==> src/rtl/pipelined_control.sv <==
// pipelined_control: ID decode, hazard/flush/IRQ steering and EX/MEM/WB control pipeline
module pipelined_control #(
    parameter int NUM_IRQ = 4,
    parameter int REG_W   = 5,
    parameter int IRQ_REG = 26
) (
    input  logic               clk,
    input  logic               reset,
    input  logic [31:0]        id_instr,
    input  logic               id_valid,
    input  logic               id_kernel,
    input  logic [NUM_IRQ-1:0] irq_src,
    input  logic [NUM_IRQ-1:0] irq_mask,
    input  logic               ex_branch_taken,
    output logic               stall,
    output logic               flush_ifid,
    output logic [2:0]         pc_src,
    output logic [NUM_IRQ-1:0] irq_ack,
    output logic [5:0]         ex_alu_fun,
    output logic               ex_alu_src1,
    output logic               ex_alu_src2,
    output logic               ex_sign,
    output logic               ex_ext_op,
    output logic               ex_lu_op,
    output logic               ex_is_branch,
    output logic [REG_W-1:0]   ex_dst,
    output logic               ex_reg_wr,
    output logic               ex_mem_rd,
    output logic               mem_mem_wr,
    output logic               mem_mem_rd,
    output logic               mem_reg_wr,
    output logic [REG_W-1:0]   mem_dst,
    output logic               wb_reg_wr,
    output logic [1:0]         wb_mem_to_reg,
    output logic [REG_W-1:0]   wb_dst
);
    localparam logic [5:0] ALU_ADD = 6'b000000, ALU_SUB = 6'b000001, ALU_AND = 6'b011000,
                           ALU_OR  = 6'b011110, ALU_XOR = 6'b010110, ALU_NOR = 6'b010001,
                           ALU_SLL = 6'b100000, ALU_SRL = 6'b100001, ALU_SRA = 6'b100011,
                           ALU_EQ  = 6'b110011, ALU_NEQ = 6'b110001, ALU_LT  = 6'b110101,
                           ALU_LEZ = 6'b111101, ALU_GEZ = 6'b111001, ALU_GTZ = 6'b111111;
    localparam logic [REG_W-1:0] RA_DST  = REG_W'(31);
    localparam logic [REG_W-1:0] IRQ_DST = REG_W'(IRQ_REG);

    typedef struct packed {
        logic [5:0]       alu_fun;
        logic             alu_src1;
        logic             alu_src2;
        logic             sign;
        logic             ext_op;
        logic             lu_op;
        logic             is_branch;
        logic             reg_wr;
        logic             mem_rd;
        logic             mem_wr;
        logic [1:0]       mem_to_reg;
        logic [REG_W-1:0] dst;
    } ctrl_t;

    logic [5:0]         op, funct;
    logic [4:0]         shamt;
    logic [REG_W-1:0]   rs, rt, rd;
    ctrl_t              d, nxt, idex;
    logic               legal, use_rs, use_rt, is_j, is_jr, shift;
    logic               br_flush, hazard, take_irq, take_exc, take_jmp;
    logic [NUM_IRQ-1:0] irq_q, pending, elig;
    logic [1:0]         mem_m2r;

    assign op    = id_instr[31:26];
    assign rs    = REG_W'(id_instr[25:21]);
    assign rt    = REG_W'(id_instr[20:16]);
    assign rd    = REG_W'(id_instr[15:11]);
    assign shamt = id_instr[10:6];
    assign funct = id_instr[5:0];

    // Decode the ID instruction into its control bundle, operand usage and legality
    always_comb begin
        d        = '0;
        d.sign   = 1'b1;
        d.ext_op = 1'b1;
        legal    = 1'b1;
        use_rs   = 1'b1;
        use_rt   = 1'b0;
        is_j     = 1'b0;
        is_jr    = 1'b0;
        shift    = 1'b0;
        case (op)
            6'h00: begin
                d.dst    = rd;
                d.reg_wr = 1'b1;
                use_rt   = 1'b1;
                case (funct)
                    6'h20: d.alu_fun = ALU_ADD;
                    6'h21: begin d.alu_fun = ALU_ADD; d.sign = 1'b0; end
                    6'h22: d.alu_fun = ALU_SUB;
                    6'h23: begin d.alu_fun = ALU_SUB; d.sign = 1'b0; end
                    6'h24: d.alu_fun = ALU_AND;
                    6'h25: d.alu_fun = ALU_OR;
                    6'h26: d.alu_fun = ALU_XOR;
                    6'h27: d.alu_fun = ALU_NOR;
                    6'h00: begin d.alu_fun = ALU_SLL; d.alu_src1 = 1'b1; use_rs = 1'b0; shift = 1'b1; end
                    6'h02: begin d.alu_fun = ALU_SRL; d.alu_src1 = 1'b1; use_rs = 1'b0; shift = 1'b1; end
                    6'h03: begin d.alu_fun = ALU_SRA; d.alu_src1 = 1'b1; use_rs = 1'b0; shift = 1'b1; end
                    6'h2A: d.alu_fun = ALU_LT;
                    6'h2B: begin d.alu_fun = ALU_LT; d.sign = 1'b0; end
                    6'h08: begin d.dst = '0; d.reg_wr = 1'b0; use_rt = 1'b0; is_jr = 1'b1; end
                    6'h09: begin d.mem_to_reg = 2'b10; use_rt = 1'b0; is_jr = 1'b1; end
                    default: legal = 1'b0;
                endcase
                if (!shift && shamt != 5'd0) legal = 1'b0;
            end
            6'h23: begin d.dst = rt; d.reg_wr = 1'b1; d.mem_rd = 1'b1; d.alu_src2 = 1'b1; d.mem_to_reg = 2'b01; end
            6'h2B: begin d.mem_wr = 1'b1; d.alu_src2 = 1'b1; use_rt = 1'b1; end
            6'h0F: begin d.dst = rt; d.reg_wr = 1'b1; d.alu_src2 = 1'b1; d.lu_op = 1'b1; use_rs = 1'b0; end
            6'h08: begin d.dst = rt; d.reg_wr = 1'b1; d.alu_src2 = 1'b1; end
            6'h09: begin d.dst = rt; d.reg_wr = 1'b1; d.alu_src2 = 1'b1; d.sign = 1'b0; end
            6'h0C: begin d.dst = rt; d.reg_wr = 1'b1; d.alu_src2 = 1'b1; d.alu_fun = ALU_AND; d.ext_op = 1'b0; end
            6'h0A: begin d.dst = rt; d.reg_wr = 1'b1; d.alu_src2 = 1'b1; d.alu_fun = ALU_LT; end
            6'h0B: begin d.dst = rt; d.reg_wr = 1'b1; d.alu_src2 = 1'b1; d.alu_fun = ALU_LT; d.sign = 1'b0; d.ext_op = 1'b0; end
            6'h02: begin is_j = 1'b1; use_rs = 1'b0; end
            6'h03: begin is_j = 1'b1; use_rs = 1'b0; d.dst = RA_DST; d.reg_wr = 1'b1; d.mem_to_reg = 2'b10; end
            6'h04: begin d.is_branch = 1'b1; d.alu_fun = ALU_EQ; use_rt = 1'b1; end
            6'h05: begin d.is_branch = 1'b1; d.alu_fun = ALU_NEQ; use_rt = 1'b1; end
            6'h06: begin d.is_branch = 1'b1; d.alu_fun = ALU_LEZ; end
            6'h07: begin d.is_branch = 1'b1; d.alu_fun = ALU_GTZ; end
            6'h01: begin d.is_branch = 1'b1; d.alu_fun = ALU_GEZ; legal = (id_instr[20:16] == 5'd1); end
            default: legal = 1'b0;
        endcase
        if (d.dst == '0) d.reg_wr = 1'b0;
    end

    assign br_flush = idex.is_branch & ex_branch_taken;
    assign hazard   = id_valid & legal & ~br_flush &
                      ((idex.mem_rd & (idex.dst != '0) & ((use_rs & idex.dst == rs) | (use_rt & idex.dst == rt))) |
                       (is_jr & idex.reg_wr & idex.dst == rs));
    assign elig     = pending & irq_mask;
    assign take_irq = id_valid & ~id_kernel & ~br_flush & ~hazard & (|elig);
    assign take_exc = id_valid & ~legal & ~br_flush & ~take_irq;
    assign take_jmp = id_valid & legal & ~br_flush & ~hazard & ~take_irq & (is_j | is_jr);

    assign stall      = hazard;
    assign irq_ack    = take_irq ? (elig & (~elig + NUM_IRQ'(1))) : '0;
    assign flush_ifid = br_flush | take_irq | take_exc | take_jmp;
    assign pc_src     = br_flush ? 3'b001 : take_irq ? 3'b100 : take_exc ? 3'b101 :
                        take_jmp ? (is_j ? 3'b010 : 3'b011) : 3'b000;

    // Select what enters ID/EX: trap bundle, bubble, or the decoded instruction
    always_comb begin
        nxt = d;
        if (take_irq | take_exc) begin
            nxt            = '0;
            nxt.reg_wr     = 1'b1;
            nxt.dst        = IRQ_DST;
            nxt.mem_to_reg = 2'b10;
        end
        if (!id_valid || br_flush || hazard) nxt = '0;
    end

    // Latch rising edges of each request; an ack clears unless a fresh edge arrives together
    always_ff @(posedge clk or negedge reset) begin
        if (!reset) begin
            irq_q   <= '0;
            pending <= '0;
        end else begin
            irq_q   <= irq_src;
            pending <= (pending & ~irq_ack) | (irq_src & ~irq_q);
        end
    end

    // ID/EX register
    always_ff @(posedge clk or negedge reset) begin
        if (!reset) idex <= '0;
        else        idex <= nxt;
    end

    // EX/MEM register always advances, even during a stall
    always_ff @(posedge clk or negedge reset) begin
        if (!reset) begin
            mem_mem_wr <= 1'b0;
            mem_mem_rd <= 1'b0;
            mem_reg_wr <= 1'b0;
            mem_dst    <= '0;
            mem_m2r    <= 2'b00;
        end else begin
            mem_mem_wr <= idex.mem_wr;
            mem_mem_rd <= idex.mem_rd;
            mem_reg_wr <= idex.reg_wr;
            mem_dst    <= idex.dst;
            mem_m2r    <= idex.mem_to_reg;
        end
    end

    // MEM/WB register
    always_ff @(posedge clk or negedge reset) begin
        if (!reset) begin
            wb_reg_wr     <= 1'b0;
            wb_mem_to_reg <= 2'b00;
            wb_dst        <= '0;
        end else begin
            wb_reg_wr     <= mem_reg_wr;
            wb_mem_to_reg <= mem_m2r;
            wb_dst        <= mem_dst;
        end
    end

    assign ex_alu_fun   = idex.alu_fun;
    assign ex_alu_src1  = idex.alu_src1;
    assign ex_alu_src2  = idex.alu_src2;
    assign ex_sign      = idex.sign;
    assign ex_ext_op    = idex.ext_op;
    assign ex_lu_op     = idex.lu_op;
    assign ex_is_branch = idex.is_branch;
    assign ex_dst       = idex.dst;
    assign ex_reg_wr    = idex.reg_wr;
    assign ex_mem_rd    = idex.mem_rd;
endmodule

==> config.mk <==
export PLATFORM = sky130hd
export DESIGN_NAME = pipelined_control
export DESIGN_NICKNAME = d
export VERILOG_FILES = /design/src/rtl/pipelined_control.sv
export SDC_FILE = /design/constraint.sdc
export NUM_CORES = 1
export LEC_CHECK = 0
export ABC_AREA = 1
export CORE_AREA = 2 2 86 88
export CTS_CLUSTER_DIAMETER = 120
export DETAILED_ROUTE_END_ITERATION = 16
export DIE_AREA = 0 0 88 90
export PLACE_DENSITY = 0.7
export SYNTH_ARGS = -nofsm -noshare
export SYNTH_HDL_FRONTEND = slang
export SYNTH_SLANG_ARGS = --single-unit
==> constraint.sdc <==
create_clock -name clk -period 4.2 [get_ports clk]
set_clock_uncertainty 0.15 [all_clocks]
set_input_delay 1.26 -clock clk [delete_from_list [all_inputs] [get_ports clk]]
set_output_delay 1.26 -clock clk [all_outputs]
set_load 0.05 [all_outputs]
==> impl_metrics.env, run 1 <==
export IMPL_outcome="completed"
export IMPL_ys_flop_type="dfrtp_1"
export IMPL_reg2regPathDepth=13
export IMPL_largest_register_ffs=6
export IMPL_die_y_um=90
export IMPL_drc_errors=0
export IMPL_critPathSlowestCell="buf_12"
export IMPL_grtUsageTotal=0.201
export IMPL_cts_tree="yes"
export IMPL_worst_setup_path_start_kind="primary input"
export IMPL_clock_sinks=48
export IMPL_cp_required_ns=2.79
export IMPL_routabilityCongestion=0.876
export IMPL_grt_max_degree=49
export IMPL_portBuffers=88
export IMPL_end_kind="output port"
export IMPL_synth_edff_count=0
export IMPL_drt_iter0_drc=146
export IMPL_vias=2723
export IMPL_avgSynthCellArea_um2=7.81
export IMPL_fmax_mhz=238
export IMPL_die_x_um=88
export IMPL_nets=541
export IMPL_synth_top_cells_by_area="dfrtp_1 (44%), nand2_1 (12%), nor2_1 (6.9%)"
export IMPL_ys_ff_latch=48
export IMPL_crit_type="in2out"
export IMPL_grt_busiest_layer="met2"
export IMPL_synth_nets=395
export IMPL_syn_instance_count=350
export IMPL_period_minus_slack_ns=4.20
export IMPL_ios=89
export IMPL_crit_arrival_ns=2.79
export IMPL_core_region_area_um2=7020
export IMPL_finalCoreUtilization=0.633
export IMPL_rows=31
export IMPL_ys_types=29
export IMPL_cp_num_cells=13
export IMPL_dp_hpwl_um=5940
export IMPL_reg2reg_from="ex_dst[2]$_DFF_PN0_"
export IMPL_antenna_cells=0
export IMPL_wire_per_inst_um=13.0
export IMPL_hp_class="reg2reg"
export IMPL_antenna_found_initial=0
export IMPL_clockBufferDepth=2
export IMPL_critical_path_cell_chain="buf_8, buf_4, nor2_4, nand2_1, o21ai_1, nor2_2, nand2_2, nor2_4, nor2_4, nand2_4, nand3_4, nand4_1, buf_12"
export IMPL_slew_headroom=0.300
export IMPL_critPathMaxFanout=5
export IMPL_viasPerCell=4.57
export IMPL_synthTopCellsByCount="nand2_1 (91), nor2_1 (50), dfrtp_1 (48), inv_1 (44), nand3_1 (23)"
export IMPL_min_period_over_period=0.999
export IMPL_path_buf_inv=3
export IMPL_endpoint="flush_ifid"
export IMPL_fill_cells=637
export IMPL_synth_most_common_cell="nand2_1"
export IMPL_r2r_slack_ns=2.04
export IMPL_dpl_cell_area_um2=4120
export IMPL_grtUsageMet3=0.0211
export IMPL_grt_util_met2=0.347
export IMPL_clk_latency_ns=0.30
export IMPL_cpPeakStageDelay_ns=0.20
export IMPL_first_pass_iters=4
export IMPL_ir_worst_vdd_v=0.000148
export IMPL_yosysTopAreaCell="dfrtp_1"
export IMPL_netlist_area_um2=2730
export IMPL_cellPowerDensity_nw_per_um2=256
export IMPL_yosysSeqAreaShare=0.439
export IMPL_setup_viol=0
export IMPL_floorplan_initialDensity=0.389
export IMPL_clkTransAtPathRegs_ns=0.09
export IMPL_grt_pass1_wl_um=12600
export IMPL_antenna_left=0
export IMPL_drv_slew=0
export IMPL_hold_viol_final=0
export IMPL_use_met1=0.262
export IMPL_cpMostUsedCell="nor2_4"
export IMPL_rsz0062_at_grt="yes"
export IMPL_htree_levels=2
export IMPL_cts_root_buffer="clkbuf_8"
export IMPL_wirelength_um=7720
export IMPL_yosysWarnings=0
export IMPL_p_leak_uw=0.00220
export IMPL_synth_top_cell_area_share=0.439
export IMPL_die_area_um2=7920
export IMPL_min_delay_start="mem_m2r[0]$_DFF_PN0_"
export IMPL_fin_area_um2=4450
export IMPL_worstMarginPinSlew_ns=1.05
export IMPL_synthArstFlopShare=1.00
export IMPL_startpoint="id_instr[28]"
export IMPL_r2r_end="idex[7]$_DFF_PN0_"
export IMPL_layout_drive_gt1_share=0.346
export IMPL_syn2layout_area_growth_pct=62.7
export IMPL_path_delay_family="simple AND/OR/NAND/NOR gates"
export IMPL_grt_pass1_vias=2675
export IMPL_grt_overflow=0
export IMPL_drv_cap=0
export IMPL_cts_buffers=5
export IMPL_holdPathStages=0
-- cells in the final DEF, fill, tap and decap left out, types with 2 or more instances in the layout --
cell,synthesis,layout
nor2_2,5,10
buf_4,12,60
nand3_2,5,11
buf_8,1,2
nor2_1,50,34
nand2_2,7,12
nor3_1,2,2
a31oi_1,2,2
dfrtp_1,48,48
nand2_1,91,85
clkinvlp_4,0,2
buf_2,0,8
buf_6,0,6
nor2_4,13,24
buf_12,0,10
inv_2,3,7
nand4_1,6,6
nand3_1,23,16
clkdlybuf4s50_1,0,51
nand2_4,1,2
clkbuf_8,0,6
dlygate4sd2_1,0,11
xnor2_1,3,3
nand3_4,3,4
clkdlybuf4s15_2,0,2
a21oi_1,7,7
inv_1,44,40
o21ai_0,14,14
-- cell families (layout without fill, tap and decap cells) --
kind of cell	Yosys count	after routing	share of synthesized area
AOI/OAI and AO/OA	29	29	0.0586
xor gates and xnor gates	3	3	0.00961
buffers and inverters	62	209	0.107
and+or+nand+nor	208	208	0.385
DFF	48	48	0.439
-- worst min-delay path by stage --
stage	endpoint
final	wb_mem_to_reg[0]$_DFF_PN0_
after CTS	wb_mem_to_reg[0]$_DFF_PN0_
after global routing	wb_mem_to_reg[1]$_DFF_PN0_
after floorplan	mem_m2r[0]$_DFF_PN0_
after detailed placement	mem_mem_wr$_DFF_PN0_
after global placement	mem_mem_wr$_DFF_PN0_
-- stage by stage --
step | cells | setup slack (ns) | total power (uW) | hold WS [ns] | setup TNS, ns
6_report | 596 | 0.00372 | 1140 | 0.205 | 0
5_1_grt | 596 | -0.173 | 1200 | 0.212 | -1.03
4_1_cts | 590 | -0.0391 | 1140 | 0.208 | -0.0727
3_5_place_dp | 575 | -0.446 | 842 | 0.186 | -3.56
3_3_place_gp | 575 | -0.438 | 839 | 0.183 | -3.48
2_1_floorplan | 350 | -0.162 | 684 | 0.181 | -0.646
-- where the power goes --
group	internal, uW	switching, uW	leakage (uW)
Combinational	144	207	0.00153
Sequential	486	13.5	0.000623
Clock	133	154	0.0000434
Total	763	374	0.00220
-- per-layer routing --
| metal | routed length [um] | part of all wire |
|---|---|---|
| met1 | 3400 | 0.44 |
| met2 | 3910 | 0.51 |
| met3 | 245 | 0.032 |
| met4 | 163 | 0.021 |
| met5 | 0 | 0 |
-- what timing repair did --
item                                    4_1_cts  5_1_grt
endpoints found under the setup margin        9        9
setup buffers                                 6        6
gates resized for setup                     116       19
cloned                                        1        0
pin swaps                                    39       20
hold buffers                                  0        0
-- final cells by class --
type                    count  area, um2  area share
repair buffers            152       1430       0.322
multi-input cells         240       1400       0.316
flip-flops and latches     48       1200       0.270
clock buffers               6       82.6      0.0186
clock inverters             2       15.0     0.00338
well taps                  99        124      0.0279
inverters                  49        188      0.0422
(Power assumes the default switching activity.)
==> inputs of run 2 (changes only) <==
Settings changed: CTS_CLUSTER_SIZE from default to 24.
==> results of run 2 <==
No change in the layout: final DEF, timing and power equal those of run 1.
==> inputs of run 3 (changes only) <==
--- a/constraint.sdc
+++ b/constraint.sdc
@@ -3,3 +3,3 @@
 set_input_delay 1.26 -clock clk [delete_from_list [all_inputs] [get_ports clk]]
 set_output_delay 1.26 -clock clk [all_outputs]
-set_load 0.05 [all_outputs]
+set_load 0.01 [all_outputs]
==> impl_metrics.env, run 3 (synthesis gave the netlist of run 1 again) <==
export IMPL_setup_viol=0
export IMPL_dp_hpwl_um=5720
export IMPL_die_area_um2=7920
export IMPL_grtUsageTotal=0.210
export IMPL_fin_setup_tns_ns=0
export IMPL_grt_max_degree=49
export IMPL_cts_root_buffer="clkbuf_8"
export IMPL_worst_setup_path_start_kind="primary input"
export IMPL_cpPeakStageDelay_ns=0.20
export IMPL_grt_pass1_wl_um=13300
export IMPL_worstMarginPinSlew_ns=1.05
export IMPL_nets=574
export IMPL_drv_cap=0
export IMPL_drt_iter0_drc=136
export IMPL_slew_headroom=0.302
export IMPL_crit_type="in2out"
export IMPL_viasPerCell=4.67
export IMPL_hold_viol_final=0
export IMPL_core_region_area_um2=7020
export IMPL_fin_area_um2=4630
export IMPL_htree_levels=2
export IMPL_clock_sinks=48
export IMPL_antenna_left=0
export IMPL_ir_worst_vdd_v=0.000158
export IMPL_drv_slew=0
export IMPL_antenna_cells=0
export IMPL_layout_drive_gt1_share=0.398
export IMPL_rsz0062_at_grt="yes"
export IMPL_wire_per_inst_um=13.4
export IMPL_outcome="completed"
export IMPL_cts_buffers=5
export IMPL_critPathSlowestCell="nor2_4"
export IMPL_rows=31
export IMPL_path_buf_inv=2
export IMPL_final_common_cell="buf_4"
export IMPL_critical_path_cell_chain="buf_8, nor2_4, nand2_2, nor2_4, nand2_2, nand2_2, nand2_2, nand2_2, nor2_4, nor2_4, nand2_4, nand3_4, nand3_4, nor2_4, buf_6"
export IMPL_antenna_found_initial=0
export IMPL_syn2layout_area_growth_pct=69.3
export IMPL_critPathMaxFanout=5
export IMPL_floorplan_initialDensity=0.389
export IMPL_cellPowerDensity_nw_per_um2=246
export IMPL_path_delay_family="simple AND/OR/NAND/NOR gates"
export IMPL_layout_common_cells="buf_4 (90), nand2_1 (82), clkdlybuf4s50_1 (51), dfrtp_1 (48), inv_1 (36)"
export IMPL_min_period_over_period=0.992
export IMPL_die_y_um=90
export IMPL_end_kind="output port"
export IMPL_fill_cells=590
export IMPL_grt_overflow=0
export IMPL_finalCoreUtilization=0.659
export IMPL_wirelength_um=8460
export IMPL_dpl_cell_area_um2=4080
export IMPL_crit_arrival_ns=2.75
export IMPL_holdWs_ns=0.204
export IMPL_first_pass_iters=4
export IMPL_clk_latency_ns=0.30
export IMPL_die_x_um=88
export IMPL_vias=2937
export IMPL_clockBufferDepth=2
export IMPL_fmax_mhz=240
export IMPL_cp_required_ns=2.79
export IMPL_cts_tree="yes"
export IMPL_period_minus_slack_ns=4.16
export IMPL_hp_class="reg2reg"
export IMPL_drc_errors=0
export IMPL_hold_buffers=0
export IMPL_largest_register_ffs=6
export IMPL_p_leak_uw=0.00235
export IMPL_ios=89
export IMPL_portBuffers=88
export IMPL_grt_pass1_vias=2870
export IMPL_clkTransAtPathRegs_ns=0.09
export IMPL_routabilityCongestion=0.895
-- run 3: per-layer routing --
metal  routed length [um]  track usage  share of wire
met1                 3470        0.270           0.41
met2                 4270        0.363           0.51
met3                  511       0.0248          0.060
met4                  206       0.0667          0.024
met5                    0            0              0
-- run 3: final cells by class --
class / instances / area [um2] / area share
clock inverter: 2 / 38.8 / 0.00838
inverter: 49 / 194 / 0.0419
multi-input combinational: 240 / 1430 / 0.310
sequential: 48 / 1200 / 0.260
tap: 99 / 124 / 0.0268
clock buffer: 6 / 82.6 / 0.0178
timing repair buffer: 185 / 1550 / 0.336
-- run 3: stage by stage --
stage                     total power, uW  setup WS, ns  instances
after global placement                763        -0.840        584
final                                1140        0.0353        629
after detailed placement              766        -0.829        584
after floorplan                       618         0.155        350
after CTS                            1140       -0.0138        626
after global routing                 1200       -0.0519        629
-- run 3: worst paths after layout --
kind | from | endpoint | cells past startpoint | slack, ns
hold reg to reg | mem_m2r[1]$_DFF_PN0_ | wb_mem_to_reg[1]$_DFF_PN0_ | 0 | 0.20
setup / recovery | id_instr[29] | pc_src[1] | 15 | 0.04
setup reg to reg | ex_dst[0]$_DFF_PN0_ | ex_alu_fun[5]$_DFF_PN0_ | 17 | 1.89
hold / removal | mem_m2r[1]$_DFF_PN0_ | wb_mem_to_reg[1]$_DFF_PN0_ | 0 | 0.20
max in group asynchronous | reset | ex_mem_rd$_DFF_PN0_ | 1 | 2.27
min in group asynchronous | reset | ex_alu_fun[0]$_DFF_PN0_ | 1 | 0.99
-- run 3: repair_timing --
item	CTS	global route
pin swaps	39	38
resized for setup	146	50
cloned	1	0
endpoints found under the setup margin	9	10
buffers inserted	34	5
-- run 3: power by group --
group / switching [uW] / internal (uW) / leakage, uW
Sequential: 13.2 / 486 / 0.000623
Clock: 154 / 195 / 0.0000614
Combinational: 146 / 147 / 0.00166
Total: 314 / 827 / 0.00235
-- run 3: worst register-to-register path, cell delays in order (launching register included) --
cell	delay (ns)
dfrtp_1	0.43
inv_1	0.09
nand2_1	0.07
nand2_1	0.05
nor2_1	0.11
nand2_1	0.06
nor2_1	0.14
nand2_1	0.07
nand2_1	0.07
nand2_2	0.06
nand2_2	0.08
nand2_4	0.09
inv_4	0.09
nor2_8	0.04
nand3_4	0.06
buf_4	0.12
buf_4	0.30
nor2_1	0.11
